**src/rtl/gate_sequencer.sv**
```systemverilog
// N-channel gate sequencer: thermometer ramp-up, reverse ramp-down, each step gated on sync feedback.
// Optional sync-timeout fault detection is built when GATE_SYNC_TIMEOUT_EN is defined.
module gate_sequencer #(
   parameter int N_CH         = 5,
   parameter int CNT_W        = 32,
   parameter int SYNC_TIMEOUT = 1024
) (
   input  logic             clk_i,
   input  logic             rst_n_i,
   input  logic             start_i,
   input  logic             stop_i,
   input  logic [CNT_W-1:0] shift_i,
   input  logic [N_CH-1:0]  gate_sync_i,
   output logic [N_CH-1:0]  gate_en_o,
   output logic             busy_o,
   output logic             done_o,
   output logic             err_o
);

   localparam logic [CNT_W-1:0] CNT_ZERO = {CNT_W{1'b0}};
   localparam logic [CNT_W-1:0] CNT_ONE  = {{(CNT_W-1){1'b0}}, 1'b1};
   localparam logic [CNT_W-1:0] CNT_MAX  = {CNT_W{1'b1}};
   localparam logic [N_CH-1:0]  EN_ZERO  = {N_CH{1'b0}};
   localparam logic [N_CH-1:0]  EN_ONES  = {N_CH{1'b1}};

   if (N_CH < 2 || SYNC_TIMEOUT < 1) begin : g_param_check
      $error("gate_sequencer: N_CH must be >= 2 and SYNC_TIMEOUT >= 1");
   end

   typedef enum logic [2:0] {
      IDLE      = 3'd0,
      RAMP_UP   = 3'd1,
      RUN       = 3'd2,
      RAMP_DOWN = 3'd3
`ifdef GATE_SYNC_TIMEOUT_EN
      , FAULT   = 3'd4
`endif
   } state_t;

   state_t           state;
   state_t           state_n;
   logic [N_CH-1:0]  gate_en;
   logic [N_CH-1:0]  gate_en_n;
   logic [CNT_W-1:0] cnt;
   logic [CNT_W-1:0] cnt_n;
   logic [CNT_W-1:0] cnt_inc;
   logic [CNT_W-1:0] shift_q;
   logic [CNT_W-1:0] shift_n;
   logic             match;
   logic             busy;
   logic             done;
   logic             err;
   logic             busy_n;
   logic             done_n;
   logic             err_n;

`ifdef GATE_SYNC_TIMEOUT_EN
   localparam int             MM_W   = $clog2(SYNC_TIMEOUT + 1);
   localparam logic [MM_W-1:0] MM_ZERO = {MM_W{1'b0}};
   localparam logic [MM_W-1:0] MM_ONE  = {{(MM_W-1){1'b0}}, 1'b1};
   localparam logic [MM_W-1:0] MM_MAX  = MM_W'(SYNC_TIMEOUT);

   logic [MM_W-1:0] mm_cnt;
   logic [MM_W-1:0] mm_cnt_n;
   logic            active;
`endif

   // Next-state, next-enable and counter logic.
   always_comb begin
      state_n   = state;
      gate_en_n = gate_en;
      cnt_n     = cnt;
      shift_n   = shift_q;
      match     = (gate_sync_i == gate_en);
      cnt_inc   = (cnt == CNT_MAX) ? CNT_MAX : (cnt + CNT_ONE);

      case (state)
         IDLE: begin
            gate_en_n = EN_ZERO;
            cnt_n     = CNT_ZERO;
            if (start_i && !stop_i) begin
               shift_n = shift_i;
               state_n = RAMP_UP;
            end else begin
               state_n = IDLE;
            end
         end
         RAMP_UP: begin
            if (stop_i) begin
               cnt_n   = CNT_ZERO;
               state_n = RAMP_DOWN;
            end else if ((&gate_en) && (&gate_sync_i)) begin
               cnt_n   = CNT_ZERO;
               state_n = RUN;
            end else if (match) begin
               if (cnt == shift_q) begin
                  gate_en_n = {gate_en[N_CH-2:0], 1'b1};
                  cnt_n     = CNT_ZERO;
               end else begin
                  cnt_n = cnt_inc;
               end
            end else begin
               cnt_n = CNT_ZERO;
            end
         end
         RUN: begin
            gate_en_n = EN_ONES;
            if (stop_i) begin
               cnt_n   = CNT_ZERO;
               state_n = RAMP_DOWN;
            end else begin
               state_n = RUN;
            end
         end
         RAMP_DOWN: begin
            if ((gate_en == EN_ZERO) && (gate_sync_i == EN_ZERO)) begin
               cnt_n   = CNT_ZERO;
               state_n = IDLE;
            end else if (match) begin
               if (cnt == shift_q) begin
                  gate_en_n = gate_en >> 1;
                  cnt_n     = CNT_ZERO;
               end else begin
                  cnt_n = cnt_inc;
               end
            end else begin
               cnt_n = CNT_ZERO;
            end
         end
`ifdef GATE_SYNC_TIMEOUT_EN
         FAULT: begin
            gate_en_n = EN_ZERO;
            cnt_n     = CNT_ZERO;
            if (stop_i) begin
               state_n = IDLE;
            end else begin
               state_n = FAULT;
            end
         end
`endif
         default: begin
            state_n   = IDLE;
            gate_en_n = EN_ZERO;
            cnt_n     = CNT_ZERO;
         end
      endcase

`ifdef GATE_SYNC_TIMEOUT_EN
      // A sustained mismatch overrides every other transition and drops all gates at once.
      active = (state == RAMP_UP) || (state == RUN) || (state == RAMP_DOWN);
      if (active && !match) begin
         mm_cnt_n = (mm_cnt == MM_MAX) ? MM_MAX : (mm_cnt + MM_ONE);
      end else begin
         mm_cnt_n = MM_ZERO;
      end
      if (active && (mm_cnt == MM_MAX)) begin
         state_n   = FAULT;
         gate_en_n = EN_ZERO;
         cnt_n     = CNT_ZERO;
      end else begin
         state_n = state_n;
      end
      err_n = (state_n == FAULT);
`else
      err_n = 1'b0;
`endif

      busy_n = (state_n == RAMP_UP) || (state_n == RAMP_DOWN);
      done_n = (state_n == RUN);
   end

   // State, datapath and registered status outputs.
   always_ff @(posedge clk_i or negedge rst_n_i) begin
      if (!rst_n_i) begin
         state   <= IDLE;
         gate_en <= EN_ZERO;
         cnt     <= CNT_ZERO;
         shift_q <= CNT_ZERO;
         busy    <= 1'b0;
         done    <= 1'b0;
         err     <= 1'b0;
      end else begin
         state   <= state_n;
         gate_en <= gate_en_n;
         cnt     <= cnt_n;
         shift_q <= shift_n;
         busy    <= busy_n;
         done    <= done_n;
         err     <= err_n;
      end
   end

`ifdef GATE_SYNC_TIMEOUT_EN
   // Consecutive sync-mismatch counter.
   always_ff @(posedge clk_i or negedge rst_n_i) begin
      if (!rst_n_i) begin
         mm_cnt <= MM_ZERO;
      end else begin
         mm_cnt <= mm_cnt_n;
      end
   end
`endif

   assign gate_en_o = gate_en;
   assign busy_o    = busy;
   assign done_o    = done;
   assign err_o     = err;

endmodule

```
**config.mk**
```make
export PLATFORM = sky130hd
export DESIGN_NAME = gate_sequencer
export DESIGN_NICKNAME = d
export VERILOG_FILES = /design/src/rtl/gate_sequencer.sv
export SDC_FILE = /design/constraint.sdc
export NUM_CORES = 1
export LEC_CHECK = 0
export BUFFER_PORTS_ARGS = -buffer_cell sky130_fd_sc_hd__buf_4
export CAP_MARGIN = 20
export CORE_ASPECT_RATIO = 1.75
export CORE_MARGIN = 10
export CORE_UTILIZATION = 40
export CTS_CLUSTER_DIAMETER = 100
export DETAILED_ROUTE_END_ITERATION = 6
export PLACE_DENSITY_LB_ADDON = 0.2
export RECOVER_POWER = 25
export SLEW_MARGIN = 30
export SYNTH_ARGS = -nofsm -noshare
export SYNTH_HDL_FRONTEND = slang
export SYNTH_SLANG_ARGS = --single-unit
export TNS_END_PERCENT = 50
```
**constraint.sdc**
```tcl
create_clock -name clk_i -period 7.13 [get_ports clk_i]
set_input_delay 0.3565 -clock clk_i [delete_from_list [all_inputs] [get_ports clk_i]]
set_output_delay 0.3565 -clock clk_i [all_outputs]
set_load 0.01 [all_outputs]
```
After elaboration in Yosys (flattened, before gate mapping)
Cells that the tools add are included.
{"block": "totals", "reg_bits": 74, "out_inout_bits": 8}
{"block": "op_classes", "addsub": 1, "n_eq_ne": 17, "mux": 22, "reduce_logical": 12}
{"op": "2-to-1 mux 32 bit", "n": 7}
{"op": "one-hot mux 32 bit (3 select lines)", "n": 1}
{"op": "2-to-1 mux 5 bit", "n": 7}
{"op": "adder 32 x 1 -> 32 bit (second input constant)", "n": 1}
{"op": "equality test 32 bit", "n": 1}
{"op": "equality test 32 bit (second input constant)", "n": 1}
{"op": "inequality test 2 bit (second input constant)", "n": 8}
{"op": "one-hot mux 5 bit (3 select lines)", "n": 1}
{"op": "equality test 3 x 2 -> 1 bit (second input constant)", "n": 4}
{"op": "one-hot mux 3 bit (4 select lines)", "n": 1}
{"op": "logical NOT 5 bit", "n": 2}
{"op": "AND reduction 5 bit", "n": 2}
{"op": "2-to-1 mux 3 bit", "n": 3}
{"op": "AND reduction 7 bit", "n": 1}
{"op": "equality test 3 x 1 -> 1 bit (second input constant)", "n": 2}
{"op": "equality test 5 bit", "n": 1}
{"op": "logical AND 1 bit", "n": 3}
{"op": "logical NOT 3 bit", "n": 1}
{"op": "2-to-1 mux 1 bit", "n": 2}
{"op": "AND reduction 2 bit", "n": 1}
{"op": "logical NOT 1 bit", "n": 1}
{"op": "logical OR 1 bit", "n": 1}

Longest topological paths before layout
Gate-level depths: netlist of run 1.
{"block": "depth", "ltp_word": 7, "depth_mapped": 9, "mapped_depth_nobuf": 7}

Worst setup path after synthesis of run 1
No wires, ideal clock.
{"block": "synth_path", "kind": "register -> register", "startpoint": "register gate_en[3] (netlist: gate_en_o[3])", "endpoint": "register cnt[19]", "setup_ps": 121, "arrival_time_ps": 2175, "path_slack_ps": 4834, "path_stages_with_launch": 8, "period_less_slack_ps": 2296, "cell_sequence": "dfrtp_1 or4_4 o41ai_4 a2111oi_1 buf_2 buf_2 a31o_2 a22o_1"}
{"block": "synth_via", "elab_chain_cells": 5}
{"element": "from (decl)", "line_no": "42", "source": "logic [N_CH-1:0] gate_en;"}
{"element": "from (signal assigned)", "line_no": "184", "source": "gate_en <= gate_en_n;"}
{"element": "equality test 5 bit or AND reduction 5 bit (tied branches)", "line_no": "74, 92"}
{"element": "2-to-1 mux 32 bit or logical AND 1 bit (tied branches)", "line_no": "95, 92"}
{"element": "2-to-1 mux 32 bit", "line_no": "92", "source": "end else if ((&gate_en) && (&gate_sync_i)) begin"}
{"element": "2-to-1 mux 32 bit", "line_no": "89", "source": "if (stop_i) begin"}
{"element": "one-hot mux 32 bit (3 select lines) *", "line_no": "77", "source": "case (state)"}
{"element": "to (signal assigned)", "line_no": "185", "source": "cnt <= cnt_n;"}
{"element": "to (decl)", "line_no": "44", "source": "logic [CNT_W-1:0] cnt;"}
Every way passes the cells marked *; elsewhere a longest branch is shown, timed or not.
A chain may end at the register's enable or synchronous reset.

==> impl_results.md, run 1 <==
- Outcome: finished with violations
- Failing checks: max-capacitance violations, max-slew violations
- Port bufs: 47
- Via count: 3,390
- Worst-path fanout max: 74
- CTS tree: done
- Hold Startpoint: shift_i[13]
- Hold_buf cts: 0
- Critical Path Start: rst_n_i
- Placed cell count: 566
- Crit path DAT: 3160 ps
- RR Startpoint: cnt[30]
- CTS H-tree depth: 3
- Worst vdd ir: 125.3 uV
- Startpoint Class: input pin
- DRC viols: 0
- CP Cell Sequence: clkbuf_1
- Max Cap Viol: 1
- Die Area: 0.01505 sq mm
- Clock Skew: 5.987 ps
- Hold Fails Final Rpt: 0
- Syn. warnings: 0
- Post-synth top flop: dfrtp_1
- Worst Max-Slew Pin Slew: 3986 ps
- Most frequent cell after synthesis: dfrtp_1
- Synth Register Bits: 74
- Synth-to-Final Area Change: 17.85%
- Layout Nets: 493
- Routability Congestion: 0.8666
- RSZ-0062 raised after global routing: false
- Synthesized area per cell: 10.10 sq um
- Row count: 49
- Top-area cell type share of the netlist area: 0.4448
- Die Ht: 155.0 microns
- Tmin final: 3648 ps
- Area contributors post-synth: dfrtp_1, mux2_2, xnor2_1
- Final std cells w/o fill: 582
- Detailed Place HPWL: 8.092 mm
- Ports: 49
- Worst Path Buf+Inv: 1
- Global-route wire length before repair: 17.42 mm
- Critical Path RT: 6640 ps
- Area of the mapped netlist: 0.004163 sq mm
- Power Density: 228.4 mW/mm^2
- Via density: 5.825
- # Post-CTS Setup Buffers: 0
- Hold Crit Class: in2reg
- Post-synth EDFFs: 0
- First DRT Iteration DRCs: 245
- Share of layout cells above drive strength 1: 0.2593
- CP peak stage delay: 2750 ps
- Avg WL per Cell: 19.07 microns
- Clock slew seen by the registers of the worst setup and hold paths: 60 ps
- Final setup viols: 0
- Clock Tree Buf Depth: 2
- Post-synthesis cell type count: 56
- Drt pass-1 iters: 4
- CTS Sinks: 74
- Slew Viols, Final: 75
- Largest net degree at the start of global routing: 75
- FMAX: 274.2 MHz
- Gr ovfl total: 0
- Post-synthesis sequential area ratio: 0.4448
- Post-route setup TNS: 0 ps
- Max-Slew Margin vs Limit: -1.657
- Post-route ant nets: 0
- Crit Path Category: in2async
- Worst-skew pair later-pin latency: 330 ps
- # fillers: 990
- Lkg Pwr: 1.966 nW
- Routed wire length: 11.10 mm
- Starting density of the core: 0.4066
- CP Capture Type: async pin
- CTS resizes: 0
- Most instantiated cells after synthesis: dfrtp_1, mux2_2, xnor2_1
- Period utilization: 0.5116
- Slowest-stage cell, CP: clkbuf_1
- Synth Instances: 412
- Root buf cell: clkbuf_16
- Diode count: 0
- Die Wd: 97.12 microns
- Ys async rst share: 1.000
- Vias in the first global route: 3,349
- Initial antenna violation count: 0
- Top cell type by total area after synthesis: dfrtp_1
- Total GRT Usage: 0.1423
- Core region area: 0.01024 sq mm
- Top cell family by delay on the critical path: buffers and inverters
- CTS Buf Count: 9
placed cells by master (no fill, tap or decap), types with 3 or more instances in the layout:
master	Yosys	routed
o31ai_1	5	5
buf_4	1	50
inv_1	14	14
nand4_1	16	16
nor2b_1	4	4
a21oi_1	12	11
nand2_1	31	31
and2_1	4	4
and3_1	7	7
o2bb2ai_1	8	8
clkbuf_16	0	9
mux2_2	36	36
a22o_1	8	8
dfrtp_1	74	74
a221oi_1	3	3
xnor2_1	35	35
nor3_1	6	5
and4_1	3	3
o211ai_1	3	3
nor4_1	4	4
a31o_2	6	6
o21ai_0	22	22
a31oi_1	12	12
nor2_1	9	9
nand2b_1	4	4
nand3_1	26	26
kinds of logic (layout without fill, tap and decap cells):
kind of cell,Yosys count,count (layout),share of synthesized area
and+or+nand+nor,125,125,0.1647
AOI/OAI and AO/OA,98,98,0.1701
DFF,74,74,0.4448
buffers and inverters,39,81,0.03877
xor gates and xnor gates,37,37,0.07785
muxes,37,37,0.09979
adders and majority gates,1,1,0.003005
other,1,2,0.0009008
metal layers:
| metal | track usage | vias up | wire length, microns |
|---|---|---|---|
| li1 | - | 1615 | - |
| met1 | 0.1478 | 1671 | 4235 |
| met2 | 0.2567 | 76 | 5955 |
| met3 | 0.02616 | 28 | 418 |
| met4 | 0.08892 | 0 | 490 |
| met5 | 0 | - | 0 |
power breakdown:
group / switching [mW] / total [mW] / leakage (nW) / internal [mW]
sequential: 0.0469 / 0.522 / 0.962 / 0.475
clock: 0.167 / 0.435 / 0.138 / 0.268
combinational: 0.0636 / 0.164 / 0.866 / 0.100
total: 0.277 / 1.12 / 1.97 / 0.843
path summary, 6_finish.rpt:
path,end,slack [ps],cells after the start
min in group asynchronous,gate_en_o[2],1410,1
setup / recovery,cnt[8],3480,1
hold reg to reg,shift_q[23],520,1
hold / removal,shift_q[13],250,2
setup reg to reg,cnt[31],4280,7
max in group clk_i,cnt[31],4280,7
area by class of cell:
| type | instances | area (sq um) | share of cell area |
|---|---|---|---|
| Clock buffer | 10 | 229.0 | 0.04667 |
| Clock inverter | 5 | 56.30 | 0.01148 |
| Inverter | 14 | 52.55 | 0.01071 |
| Multi-Input combinational cell | 300 | 2167 | 0.4417 |
| Sequential cell | 74 | 1852 | 0.3775 |
| Tap cell | 127 | 158.9 | 0.03239 |
| Timing Repair Buffer | 52 | 390.4 | 0.07957 |
stage by stage:
step	total power [mW]	area [sq um]	util	hold slack (ps)	worst slack [ps]
floorplan	0.6320	4167	-	60.91	4834
global placement	0.6913	4613	0.4506	511.6	4335
detailed placement	0.6966	4613	0.4506	518.5	4218
CTS	1.137	4898	0.4784	213.1	4245
global route	1.170	4906	0.4792	249.5	2560
finish	1.120	4906	0.4792	253.8	3482
sequential cells by signal, summed over array words and instances (netlist names):
register   cells
shift_q       32
done_o         1
busy_o         1
cnt           32
state          3
gate_en_o      5
No activity file was read; power rests on OpenSTA's default activity.
==> run 2: changes to the inputs <==
Clock period 7.13 ns to 3 ns, I/O delays scaled along.
==> impl_results.md, run 2 (same netlist as run 1, synthesis figures left out) <==
- Outcome: finished with violations
- Failing checks: max-capacitance violations, max-slew violations
- Clock Skew: 9.184 ps (+3.197 ps)
- Starting density of the core: 0.4066 (unchanged)
- Global-route wire length before repair: 18.80 mm (+7.9%)
- Die Ht: 155.0 microns (unchanged)
- Drt pass-1 iters: 5 (+1)
- Hold Crit Depth: 2 (unchanged)
- # fillers: 967 (-2.3%)
- Worst vdd ir: 421.3 uV (+240%)
- Vias in the first global route: 3,546 (+5.9%)
- Tot Pwr: 2.782 mW (+150%)
- CTS Buf Count: 9 (unchanged)
- Row count: 49 (unchanged)
- Most common cell after layout, fill and taps aside: dfrtp_1
- Clock slew seen by the registers of the worst setup and hold paths: 60 ps (about the same)
- Layout Nets: 499 (+1.2%)
- Via density: 5.776 (-0.84%)
- # Post-CTS Setup Buffers: 0 (unchanged)
- Post-route setup TNS: 0 ps (unchanged)
- Avg WL per Cell: 19.39 microns (+1.7%)
- Detailed Place HPWL: 8.441 mm (+4.3%)
- Total GRT Usage: 0.1530 (+0.01066)
- Hold Crit Class: in2reg
- Placed cell count: 572 (+1.1%)
- Routed wire length: 11.42 mm (+2.9%)
- CP Capture Type: register
- First DRT Iteration DRCs: 204 (-17%)
- Die Area: 0.01505 sq mm (unchanged)
- Lkg Pwr: 2.005 nW (+2.0%)
- Crit path DAT: 2730 ps (-430 ps)
- Clock Tree Buf Depth: 2 (unchanged)
- R2R Setup Slk: 490 ps (-3790 ps)
- Worst-path fanout max: 17 (-77%)
- R2R depth: 6 (-1)
- Worst-skew pair later-pin latency: 340 ps (about the same)
- Period utilization: 0.8353
- Power Density: 558.9 mW/mm^2 (+140%)
- Slew Viols, Final: 75 (unchanged)
- Hold Fails Final Rpt: 0 (unchanged)
- Met2 WL: 6.350 mm (+6.6%)
- Core region area: 0.01024 sq mm (unchanged)
- CTS tree: done
- CTS Sinks: 74 (unchanged)
- Max Used Layer: met4
- Root buf cell: clkbuf_16
- Synth-to-Final Area Change: 19.57%
- Port bufs: 47 (unchanged)
- Via count: 3,402 (+0.35%)
- Final setup viols: 0 (unchanged)
- Diode count: 0 (unchanged)
- DRC viols: 0 (unchanged)
- Tmin final: 2506 ps
- CTS H-tree depth: 3 (unchanged)
- RSZ-0062 raised after global routing: false
- Max Cap Viol: 1 (unchanged)
- Final core occ: 0.4861 (+0.006966)
- Met3 wire length: 438 microns (+4.8%)
- Hold Slack: 35.04 ps (-218.7 ps)
- Max-Slew Margin vs Limit: -0.2715 (+1.386)
- Die Wd: 97.12 microns (unchanged)
- FMAX: 399.1 MHz
- Ports: 49 (unchanged)
- Crit Path Category: reg2reg
- Post-route ant nets: 0 (unchanged)
- Commonest non-fill, non-tap cells in the layout: dfrtp_1, buf_4, mux2_2, xnor2_1, nand2_1
- M1 wire length: 4.295 mm (+1.4%)
- Gr ovfl total: 0 (unchanged)
- Initial antenna violation count: 0 (unchanged)
- Worst Max-Slew Pin Slew: 1907 ps (-2078 ps)
- Startpoint Class: register
- Critical Path RT: 3220 ps (-3420 ps)
- Share of layout cells above drive strength 1: 0.2662 (+0.006893)
- Largest net degree at the start of global routing: 75 (unchanged)
- CTS resizes: 0 (unchanged)
- Routability Congestion: 0.8563 (-1.2%)
- Final std cells w/o fill: 589 (+1.2%)
==> run 2: area by class of cell <==
cell class,instances,area [sq um],share of cell area
well taps,127,158.9,0.03193
multi-input cells,300,2167,0.4354
flip-flops and latches,74,1852,0.3720
clock buffers,10,229.0,0.04600
inverters,14,52.55,0.01056
clock inverters,6,90.09,0.01810
repair buffers,58,427.9,0.08597
==> run 2: report_power, final <==
| part | internal, mW | total (mW) | switching [mW] | leakage [nW] |
|---|---|---|---|---|
| registers | 1.13 | 1.24 | 0.113 | 0.962 |
| clock network | 0.731 | 1.16 | 0.425 | 0.153 |
| logic | 0.239 | 0.386 | 0.147 | 0.890 |
==> run 2: path summary, 6_finish.rpt <==
check / startpoint / to
min in group asynchronous: rst_n_i / cnt[31]
worst max register to register: cnt[25] / cnt[31]
worst max-delay path: cnt[25] / cnt[31]
max in group asynchronous: rst_n_i / cnt[15]
worst min register to register: shift_q[13] / shift_q[13]
worst min-delay path: shift_i[25] / shift_q[25]
==> run 2: critical path, cell delays in order, from the launching register on <==
cell     delay (ps)
dfrtp_1         500
xnor2_1         200
nand4_1         130
nor4_1          610
a21oi_2         130
and2_1          430
o221a_2         390
==> run 2: what timing repair did <==
| item | CTS | global route |
|---|---|---|
| hold buffers | 0 | 1 |
| endpoints found under the setup margin | 0 | 0 |
| hold endpoints to repair | 0 | 74 |
==> run 2: stage by stage <==
stage / setup slack (ps) / instance area, sq um
floorplan: 704.2 / 4167
global placement: 470.0 / 4658
detailed placement: 482.4 / 4658
CTS: 476.7 / 4977
global route: 332.1 / 4977
finish: 494.2 / 4977
==> run 2: metal layers <==
metal / vias to the layer above / GRT usage
met5: - / 0
met4: 0 / 0.07128
met3: 23 / 0.02838
met2: 82 / 0.2861
met1: 1686 / 0.1595
li1: 1611 / -
==> run 3: changes to the inputs <==
Settings changed: ABC_AREA from default to 1.
Clock period 3 ns to 2.3 ns, I/O delays scaled along.
==> impl_results.md, run 3 <==
- Outcome: completed
- Grt met3 use: 0.03417 (+0.005792)
- Avg WL per Cell: 16.67 microns (-14%)
- Period utilization: 0.8834 (+0.04813)
- First DRT Iteration DRCs: 307 (+50%)
- R2R depth: 12 (+6)
- Top cell type by total area after synthesis: dfrtp_1
- Via count: 4,165 (+22%)
- Ys async rst share: 1.000 (unchanged)
- Share of layout cells above drive strength 1: 0.1818 (-0.08442)
- Worst-skew pair later-pin latency: 340 ps (about the same)
- Initial antenna violation count: 0 (unchanged)
- RSZ-0062 raised after global routing: false
- Hold Startpoint: shift_i[4]
- Area contributors post-synth: dfrtp_1, nand2_1, nand3_1
- Core region area: 0.01117 sq mm (+9.1%)
- Lkg Pwr: 2.457 nW (+23%)
- CP Cell Sequence: ha_1 > nand2_1 > inv_1 > nand3_2 > nor2_4 > nand2_1 > inv_1 > nand2_1 > o21ai_1 > nand3_1 > nand3_1 > nand2_1
- Hold Crit Class: in2reg
- Tmin final: 2032 ps (-474.0 ps)
- Detailed Place HPWL: 10.30 mm (+22%)
- Most frequent cell after synthesis: nand2_1
- Synth Register Bits: 74 (unchanged)
- Most instantiated cells after synthesis: nand2_1, dfrtp_1, inv_1
- Die Area: 0.01627 sq mm (+8.1%)
- Worst vdd ir: 520.4 uV (+24%)
- Synth-to-Final Area Change: 17.80%
- Die Wd: 100.8 microns (+3.8%)
- Final setup viols: 0 (unchanged)
- Gr busiest metal: met2
- Root buf cell: clkbuf_16
- Ports: 49 (unchanged)
- Clock Skew: 7.572 ps (-1.612 ps)
- Hold Crit Depth: 2 (unchanged)
- Post-synth top flop: dfrtp_1
- CTS Buf Count: 9 (unchanged)
- Synth Instances: 605 (+47%)
- Die Ht: 161.4 microns (+4.2%)
- Critical Path RT: 2520 ps (-700 ps)
- Clock slew seen by the registers of the worst setup and hold paths: 60 ps (about the same)
- Vias in the first global route: 4,344 (+23%)
- Layout Nets: 697 (+40%)
- Hold Path End: shift_q[4]
- R2R Setup Slk: 270 ps (-230 ps)
- GR Layer Usage met1: 0.1727 (+0.01317)
- Hold Slack: 5.933 ps (-29.11 ps)
- Post-route ant nets: 0 (unchanged)
- Top-area cell type share of the netlist area: 0.4053 (-0.03959)
- Crit Reg-Reg Endpoint: cnt[26]
- Gr ovfl total: 0 (unchanged)
- Worst-path fanout max: 5 (-12)
- # Post-CTS Setup Buffers: 0 (unchanged)
- Worst Max-Slew Pin Slew: 1088 ps (-819.3 ps)
- Max Cap Viol: 0 (-1)
- Total GRT Usage: 0.1673 (+0.01428)
- Largest net degree at the start of global routing: 42 (-44%)
- Met2 Use GR: 0.3067 (+0.02058)
- Hold Fails Final Rpt: 0 (unchanged)
- Most common cell after layout, fill and taps aside: nand2_1
- CTS Sinks: 74 (unchanged)
- Crit path DAT: 2250 ps (-480 ps)
- Startpoint Class: register
- Via density: 5.259 (-9.0%)
- Top cell family by delay on the critical path: simple AND/OR/NAND/NOR gates
- Crit Path Category: reg2reg
- Slowest-stage cell, CP: dfrtp_1
- RR Startpoint: cnt[0]
- Drt pass-1 iters: 4 (-1)
- Starting density of the core: 0.4092 (+0.002613)
- Row count: 51 (+4.1%)
- Power Density: 858.2 mW/mm^2 (+54%)
- Post-route setup TNS: 0 ps (unchanged)
- Diode count: 0 (unchanged)
- Routed wire length: 13.20 mm (+16%)
- Synthesized area per cell: 7.553 sq um (-25%)
- Slew Viols, Final: 0 (-100%)
- Syn. warnings: 0 (unchanged)
- Area of the mapped netlist: 0.004569 sq mm (+9.8%)
- Clock Tree Buf Depth: 2 (unchanged)
- Post-synth EDFFs: 0 (unchanged)
- Port bufs: 47 (unchanged)
- DRC viols: 0 (unchanged)
- CTS H-tree depth: 3 (unchanged)
- FMAX: 492.2 MHz (+23%)
- Post-synthesis sequential area ratio: 0.4053 (-0.03959)
- Commonest non-fill, non-tap cells in the layout: nand2_1, dfrtp_1, inv_1, nand3_1, buf_4
- Worst Path Buf+Inv: 2 (+2)
- Global-route wire length before repair: 21.72 mm (+16%)
- CP Capture Type: register
- Post-synthesis cell type count: 43 (-23%)
- Max-Slew Margin vs Limit: 0.2747 (+0.5462)
- CP peak stage delay: 470 ps (-140 ps)
- Routability Congestion: 0.9593 (+12%)
- CTS tree: done
- CP most frequent cell: nand2_1
[run 3: cell types whose count changed in the layout (fill, tap and decap cells not counted), sizes merged, moves of 14 or more]
cell   before  now
inv        15   63
mux2       36   20
nand2      31  188
nand3      28   58
nor2        9   56
o22ai       0   14
[run 3: layout make-up]
class,count,area [sq um]
timing repair buffer,55,425.4
clock buffer,12,266.5
sequential,74,1852
tap,132,165.2
fill,1112,5784
inverter,64,244.0
clock inverter,4,72.57
multi-input combinational,451,2357
[run 3: through the flow]
stage	setup slack (ps)	area, sq um	cells	total power [mW]	utilization
2_1_floorplan	665.0	4573	606	2.666	-
3_3_place_gp	175.8	5032	775	3.027	0.4506
3_5_place_dp	195.9	5032	775	3.063	0.4506
4_1_cts	194.2	5381	792	4.679	0.4819
5_1_grt	59.19	5383	792	4.905	0.4820
6_report	268.2	5383	792	4.620	0.4820
[run 3: how the worst max path moves through the flow]
stage | from | endpoint | slack (ps) | cells after the start
floorplan | gate_en_o[3] | cnt[10] | 670 | 8
global placement | cnt[0] | cnt[14] | 180 | 9
detailed placement | cnt[0] | cnt[12] | 200 | 9
CTS | cnt[0] | cnt[12] | 190 | 9
global route | cnt[0] | cnt[26] | 60 | 12
finish | cnt[0] | cnt[26] | 270 | 12
[run 3: timing repair]
| action | 4_1_cts | 5_1_grt |
|---|---|---|
| resized for setup | 0 | 1 |
| endpoints found under the hold margin | 40 | 0 |
| setup endpoints to repair | 0 | 1 |
| hold buffers | 1 | 0 |
[run 3: logic make-up (layout without fill, tap and decap cells)]
group	after synthesis	count (layout)	synth area share
AOI/OAI and AO/OA	60	60	0.07338
xor gates and xnor gates	32	32	0.06133
adders and majority gates	1	1	0.002738
buffers and inverters	81	135	0.08077
DFF	74	74	0.4053
muxes	20	20	0.04929
other	1	2	0.0008207
and+or+nand+nor	336	336	0.3264
[run 3: routing by layer]
layer  vias to the layer above  wire (microns)
met5                         -               0
met4                         0             514
met1                      1975            4902
li1                       2045               -
met3                        32             537
met2                       113            7248
[run 3: report_power, final]
part	total (mW)	internal [mW]	leakage [nW]	switching, mW
Sequential	1.88	1.64	0.948	0.244
Combinational	1.14	0.553	1.34	0.586
Clock	1.60	1.04	0.165	0.563
